==> config.mk <==
export PLATFORM = sky130hd
export DESIGN_NAME = sar_search
export DESIGN_NICKNAME = d
export VERILOG_FILES = /design/src/rtl/sar_search_pkg.sv /design/src/rtl/sar_search.sv
export SDC_FILE = /design/constraint.sdc
export NUM_CORES = 1
export LEC_CHECK = 0
export ABC_AREA = 0
export BUFFER_PORTS_ARGS = -buffer_cell sky130_fd_sc_hd__buf_2
export CORE_ASPECT_RATIO = 0.6
export CORE_UTILIZATION = 45
export DETAILED_ROUTE_END_ITERATION = 16
export HOLD_SLACK_MARGIN = 0.1
export PLACE_DENSITY_LB_ADDON = 0.15
export SLEW_MARGIN = 20
export SYNTH_ARGS = -nofsm -noshare
export SYNTH_HDL_FRONTEND = slang
export SYNTH_SLANG_ARGS = --single-unit
==> constraint.sdc <==
create_clock -name clk -period 8.42 [get_ports clk]
set_input_delay 0.421 -clock clk [delete_from_list [all_inputs] [get_ports clk]]
set_output_delay 0.421 -clock clk [all_outputs]
set_load 0.1 [all_outputs]
==> src/rtl/sar_search_pkg.sv <==
// ----------------------------------------------------------------------------
// sar_search_pkg
// Shared definitions for the binary-search initiator:
//   - state_t       : controller state encoding (IDLE, PROBE, DONE), 2 bits
//   - DEFAULT_WIDTH : default bit width of guess/result
// ----------------------------------------------------------------------------
package sar_search_pkg;

    typedef enum logic [1:0] {
        ST_IDLE  = 2'd0,
        ST_PROBE = 2'd1,
        ST_DONE  = 2'd2
    } state_t;

    localparam int DEFAULT_WIDTH = 4;

endpackage

==> src/rtl/sar_search.sv <==
// ----------------------------------------------------------------------------
// sar_search
// Sequential binary-search initiator. Drives midpoint guesses of a [lo,hi]
// window to an external magnitude comparator and narrows the window from the
// comparator's one-hot flags until equality is reported or the search aborts.
// Ports:
//   clk, rst      rising-edge clock, async active-high reset
//   start         begin a search (only looked at in IDLE)
//   A_grt_B       comparator: target > guess
//   A_less_B      comparator: target < guess
//   A_eq_B        comparator: target == guess
//   guess         current probe (0 outside PROBE)
//   guess_valid   guess is a live probe
//   busy          search in progress
//   done          one-cycle end-of-search pulse
//   error         qualifies done: search aborted
//   result        found value, held until the next start
//   dbg_state     current controller state
// Handshake: a probe is live while guess_valid is high; the comparator answers
// combinationally in the same cycle and the flags are consumed at the next
// rising edge, so every PROBE cycle is exactly one probe.
// ----------------------------------------------------------------------------
module sar_search
    import sar_search_pkg::*;
#(
    parameter int WIDTH = DEFAULT_WIDTH
) (
    input  logic             clk,
    input  logic             rst,
    input  logic             start,
    input  logic             A_grt_B,
    input  logic             A_less_B,
    input  logic             A_eq_B,
    output logic [WIDTH-1:0] guess,
    output logic             guess_valid,
    output logic             busy,
    output logic             done,
    output logic             error,
    output logic [WIDTH-1:0] result,
    output state_t           dbg_state
);
    localparam logic [WIDTH-1:0] MAX_VAL = {WIDTH{1'b1}};
    localparam logic [WIDTH-1:0] ONE_W   = {{(WIDTH-1){1'b0}}, 1'b1};

    state_t           r_state, w_state_n;
    logic [WIDTH-1:0] r_lo, w_lo_n;
    logic [WIDTH-1:0] r_hi, w_hi_n;
    logic [WIDTH-1:0] r_result, w_result_n;
    logic             r_error, w_error_n;

    // Midpoint taken from a WIDTH+1 bit sum so lo+hi never wraps.
    logic [WIDTH:0]   w_sum;
    logic [WIDTH-1:0] w_mid;
    logic [WIDTH:0]   w_lo_inc;   // guess+1 with carry, so guess==MAX shows as > hi
    logic [WIDTH-1:0] w_hi_dec;
    logic [2:0]       w_flags;

    assign w_sum    = {1'b0, r_lo} + {1'b0, r_hi};
    assign w_mid    = w_sum[WIDTH:1];
    assign w_lo_inc = {1'b0, w_mid} + {1'b0, ONE_W};
    assign w_hi_dec = w_mid - ONE_W;
    assign w_flags  = {A_grt_B, A_less_B, A_eq_B};

    always_ff @(posedge clk or posedge rst) begin
        if (rst) begin
            r_state  <= ST_IDLE;
            r_lo     <= '0;
            r_hi     <= '0;
            r_result <= '0;
            r_error  <= 1'b0;
        end else begin
            r_state  <= w_state_n;
            r_lo     <= w_lo_n;
            r_hi     <= w_hi_n;
            r_result <= w_result_n;
            r_error  <= w_error_n;
        end
    end

    always_comb begin
        w_state_n  = r_state;
        w_lo_n     = r_lo;
        w_hi_n     = r_hi;
        w_result_n = r_result;
        w_error_n  = r_error;
        case (r_state)
            ST_IDLE: begin
                if (start) begin
                    w_lo_n    = '0;
                    w_hi_n    = MAX_VAL;
                    w_error_n = 1'b0;
                    w_state_n = ST_PROBE;
                end
            end
            ST_PROBE: begin
                case (w_flags)
                    3'b001: begin
                        w_result_n = w_mid;
                        w_error_n  = 1'b0;
                        w_state_n  = ST_DONE;
                    end
                    3'b100: begin
                        // Covers both guess==MAX and an empty window (lo>hi).
                        if (w_lo_inc > {1'b0, r_hi}) begin
                            w_error_n = 1'b1;
                            w_state_n = ST_DONE;
                        end else begin
                            w_lo_n = w_lo_inc[WIDTH-1:0];
                        end
                    end
                    3'b010: begin
                        if ((w_mid == '0) || (r_lo > w_hi_dec)) begin
                            w_error_n = 1'b1;
                            w_state_n = ST_DONE;
                        end else begin
                            w_hi_n = w_hi_dec;
                        end
                    end
                    default: begin
                        // Flags not one-hot: comparator answer is unusable.
                        w_error_n = 1'b1;
                        w_state_n = ST_DONE;
                    end
                endcase
            end
            ST_DONE: begin
                w_state_n = ST_IDLE;
            end
            default: begin
                w_state_n = ST_IDLE;
            end
        endcase
    end

    assign guess_valid = (r_state == ST_PROBE);
    assign busy        = (r_state == ST_PROBE);
    assign guess       = (r_state == ST_PROBE) ? w_mid : '0;
    assign done        = (r_state == ST_DONE);
    assign error       = r_error;
    assign result      = r_result;
    assign dbg_state   = r_state;

endmodule

==> flow_metrics.env <==
export IMPL_fin_crit_sh=0.451
export IMPL_path_class="reg2reg"
export IMPL_setup_tns_final_ps=0
export IMPL_num_vias=951
export IMPL_synth_top_area_share=0.317
export IMPL_place_congestion=0.941
export IMPL_tightest_slew_ps=590
export IMPL_place_hpwl_mm=2.22
export IMPL_async_reset_ff_frac=1.00
export IMPL_start_util=0.509
export IMPL_rsz0062_at_grt="false"
export IMPL_slew_headroom=0.606
export IMPL_post_route_drc_count=0
export IMPL_syn_area_sq_um=1180
export IMPL_run_status="finished, final reports clean"
export IMPL_wirelength_mm=2.72
export IMPL_cts_root_buf="clkbuf_8"
export IMPL_grt_pass1_wl_mm=4.64
export IMPL_ys_flop_type="dfrtp_1"
export IMPL_avgSynthCellArea_sq_um=9.95
export IMPL_synth_distinct_cells=41
export IMPL_wl_per_cell_microns=15.9
export IMPL_drtIter0Drc=40
export IMPL_path_buf_inv=0
export IMPL_finClkSkew_ps=1.20
export IMPL_core_area_sq_um=2330
export IMPL_dieArea_sq_um=2850
export IMPL_max_freq_ghz=0.263
export IMPL_vias_per_cell=5.56
export IMPL_cp_common_cell="xor2_1"
export IMPL_synth_area_leaders="dfrtp_1 (32%), ha_1 (14%), mux2i_1 (5.1%)"
export IMPL_crit_family="compound AO/OA/AOI/OAI gates"
export IMPL_slew_viol_final=0
export IMPL_crit_fanout=6
export IMPL_syn_nets=139
export IMPL_numClockSinks=15
export IMPL_clk_latency_ps=250
export IMPL_overflow=0
export IMPL_start_kind="register"
export IMPL_htreeDepth=1
export IMPL_fillers=211
export IMPL_portBuffers=19
export IMPL_cp_end_kind="register"
export IMPL_ys_top_cells_by_count="dfrtp_1 (15), inv_1 (15), ha_1 (13), nand2_1 (10)"
export IMPL_cp_cell_sequence="nand2_1 -> fa_1 -> xor2_1 -> o211ai_1 -> xor2_1 -> ha_1 -> nand3_1 -> o22ai_1 -> o22a_1 -> a2111oi_2 -> a21o_2 -> mux2_2"
export IMPL_netlist_instances=119
export IMPL_setup_ws_ps=4620
export IMPL_critPathSlowestCell="a2111oi_2"
export IMPL_grt_max_degree=16
export IMPL_nets=162
export IMPL_synthToLayoutAreaGrowth_pct=14.7
export IMPL_cts_tree="yes"
export IMPL_grt_util_all_layers=0.223
export IMPL_min_path_type="in2async"
export IMPL_ys_ff_latch=15
export IMPL_synth_edff_count=0
export IMPL_pin_count=20
export IMPL_min_period_ps=3800
export IMPL_layout_drive_gt1_share=0.284
export IMPL_required_ps=8560
export IMPL_final_util=0.584
export IMPL_cts_path_max_buffers=2
export IMPL_drtPass1Iterations=4
export IMPL_n_antenna_cell=0
export IMPL_max_stage_delay_ps=530
export IMPL_fin_cells=171
export IMPL_preCtsSetupSlack_ps=4700
export IMPL_synth_top_area_cell="dfrtp_1"
export IMPL_antenna_found_initial=0
export IMPL_setup_viol=0
export IMPL_placed_cells=167
export IMPL_ys_warn_count=0
export IMPL_cts_setup_buffers=0
export IMPL_postCtsResizedCells=0
export IMPL_numCtsBuffers=3
export IMPL_std_cell_rows=13
export IMPL_die_h_microns=41.7
export IMPL_hold_violations=0
export IMPL_drv_cap=0
export IMPL_fp_dieW_microns=68.2
export IMPL_seq_area_frac_synth=0.317
export IMPL_postCtsHoldBufs=0
export IMPL_grt_pass1_vias=927
export IMPL_crit_arrival_ps=3940
export IMPL_drtAntennaViolNets=0
export IMPL_clkTransAtPathRegs_ps=70
==> placed cells by master, fill, tap and decap left out, types with 2 or more instances in the layout <==
master / count
a21o_2: 2
a21oi_1: 4
buf_2: 19
clkbuf_8: 3
dfrtp_1: 15
ha_1: 13
inv_1: 15
mux2_2: 4
mux2i_1: 6
nand2_1: 10
nand2b_1: 2
nand3_1: 2
nor2_1: 6
nor2b_1: 2
nor3_1: 3
nor4_1: 2
o21ai_0: 4
xor2_1: 4
==> sequential cells by signal, indices dropped and copies added, names as in the netlist <==
name and flops:
result 4, dbg_state 2, r_lo 4, r_hi 4, error 1
==> logic make-up after synthesis <==
logic type,synth area share
flops,0.317
buf+inv,0.0592
simple gates,0.191
mux,0.111
fa+ha+maj,0.154
compound gates,0.130
xor+xnor,0.0370
==> worst paths after layout <==
kind / from / end / slack, ps / cells past startpoint
max in group asynchronous: rst / dbg_state[1] / 7820 / 2
min: rst / result[0] / 220 / 2
max: r_hi[0] / r_hi[3] / 4620 / 12
max reg2reg: r_hi[0] / r_hi[3] / 4620 / 12
min reg2reg: result[0] / result[0] / 490 / 2
min in group clk: start / dbg_state[0] / 470 / 3
==> cell type report <==
class / count / area (sq um) / area share
Timing Repair Buffer: 19 / 95.1 / 0.0700
Clock buffer: 3 / 41.3 / 0.0304
Tap cell: 30 / 37.5 / 0.0276
Clock inverter: 1 / 7.51 / 0.00553
Multi-Input combinational cell: 87 / 738 / 0.544
Sequential cell: 15 / 375 / 0.276
Inverter: 16 / 62.6 / 0.0461
==> metrics by stage <==
step,cell area [sq um],hold WS (ps)
after global placement,1310,465
after detailed placement,1310,474
final,1360,216
after global routing,1360,255
after CTS,1360,239
after floorplan,1180,322
==> metal layers <==
layer / vias up / part of all wire / track usage
li1: 462 / - / -
met1: 449 / 0.48 / 0.324
met2: 36 / 0.44 / 0.318
met3: 4 / 0.073 / 0.0769
met4: 0 / 0.0052 / 0.0375
met5: - / 0 / 0
Power is left out: the tool's default activity adds up to more than one toggle a clock period on the data nets, which glitch-free logic cannot reach.
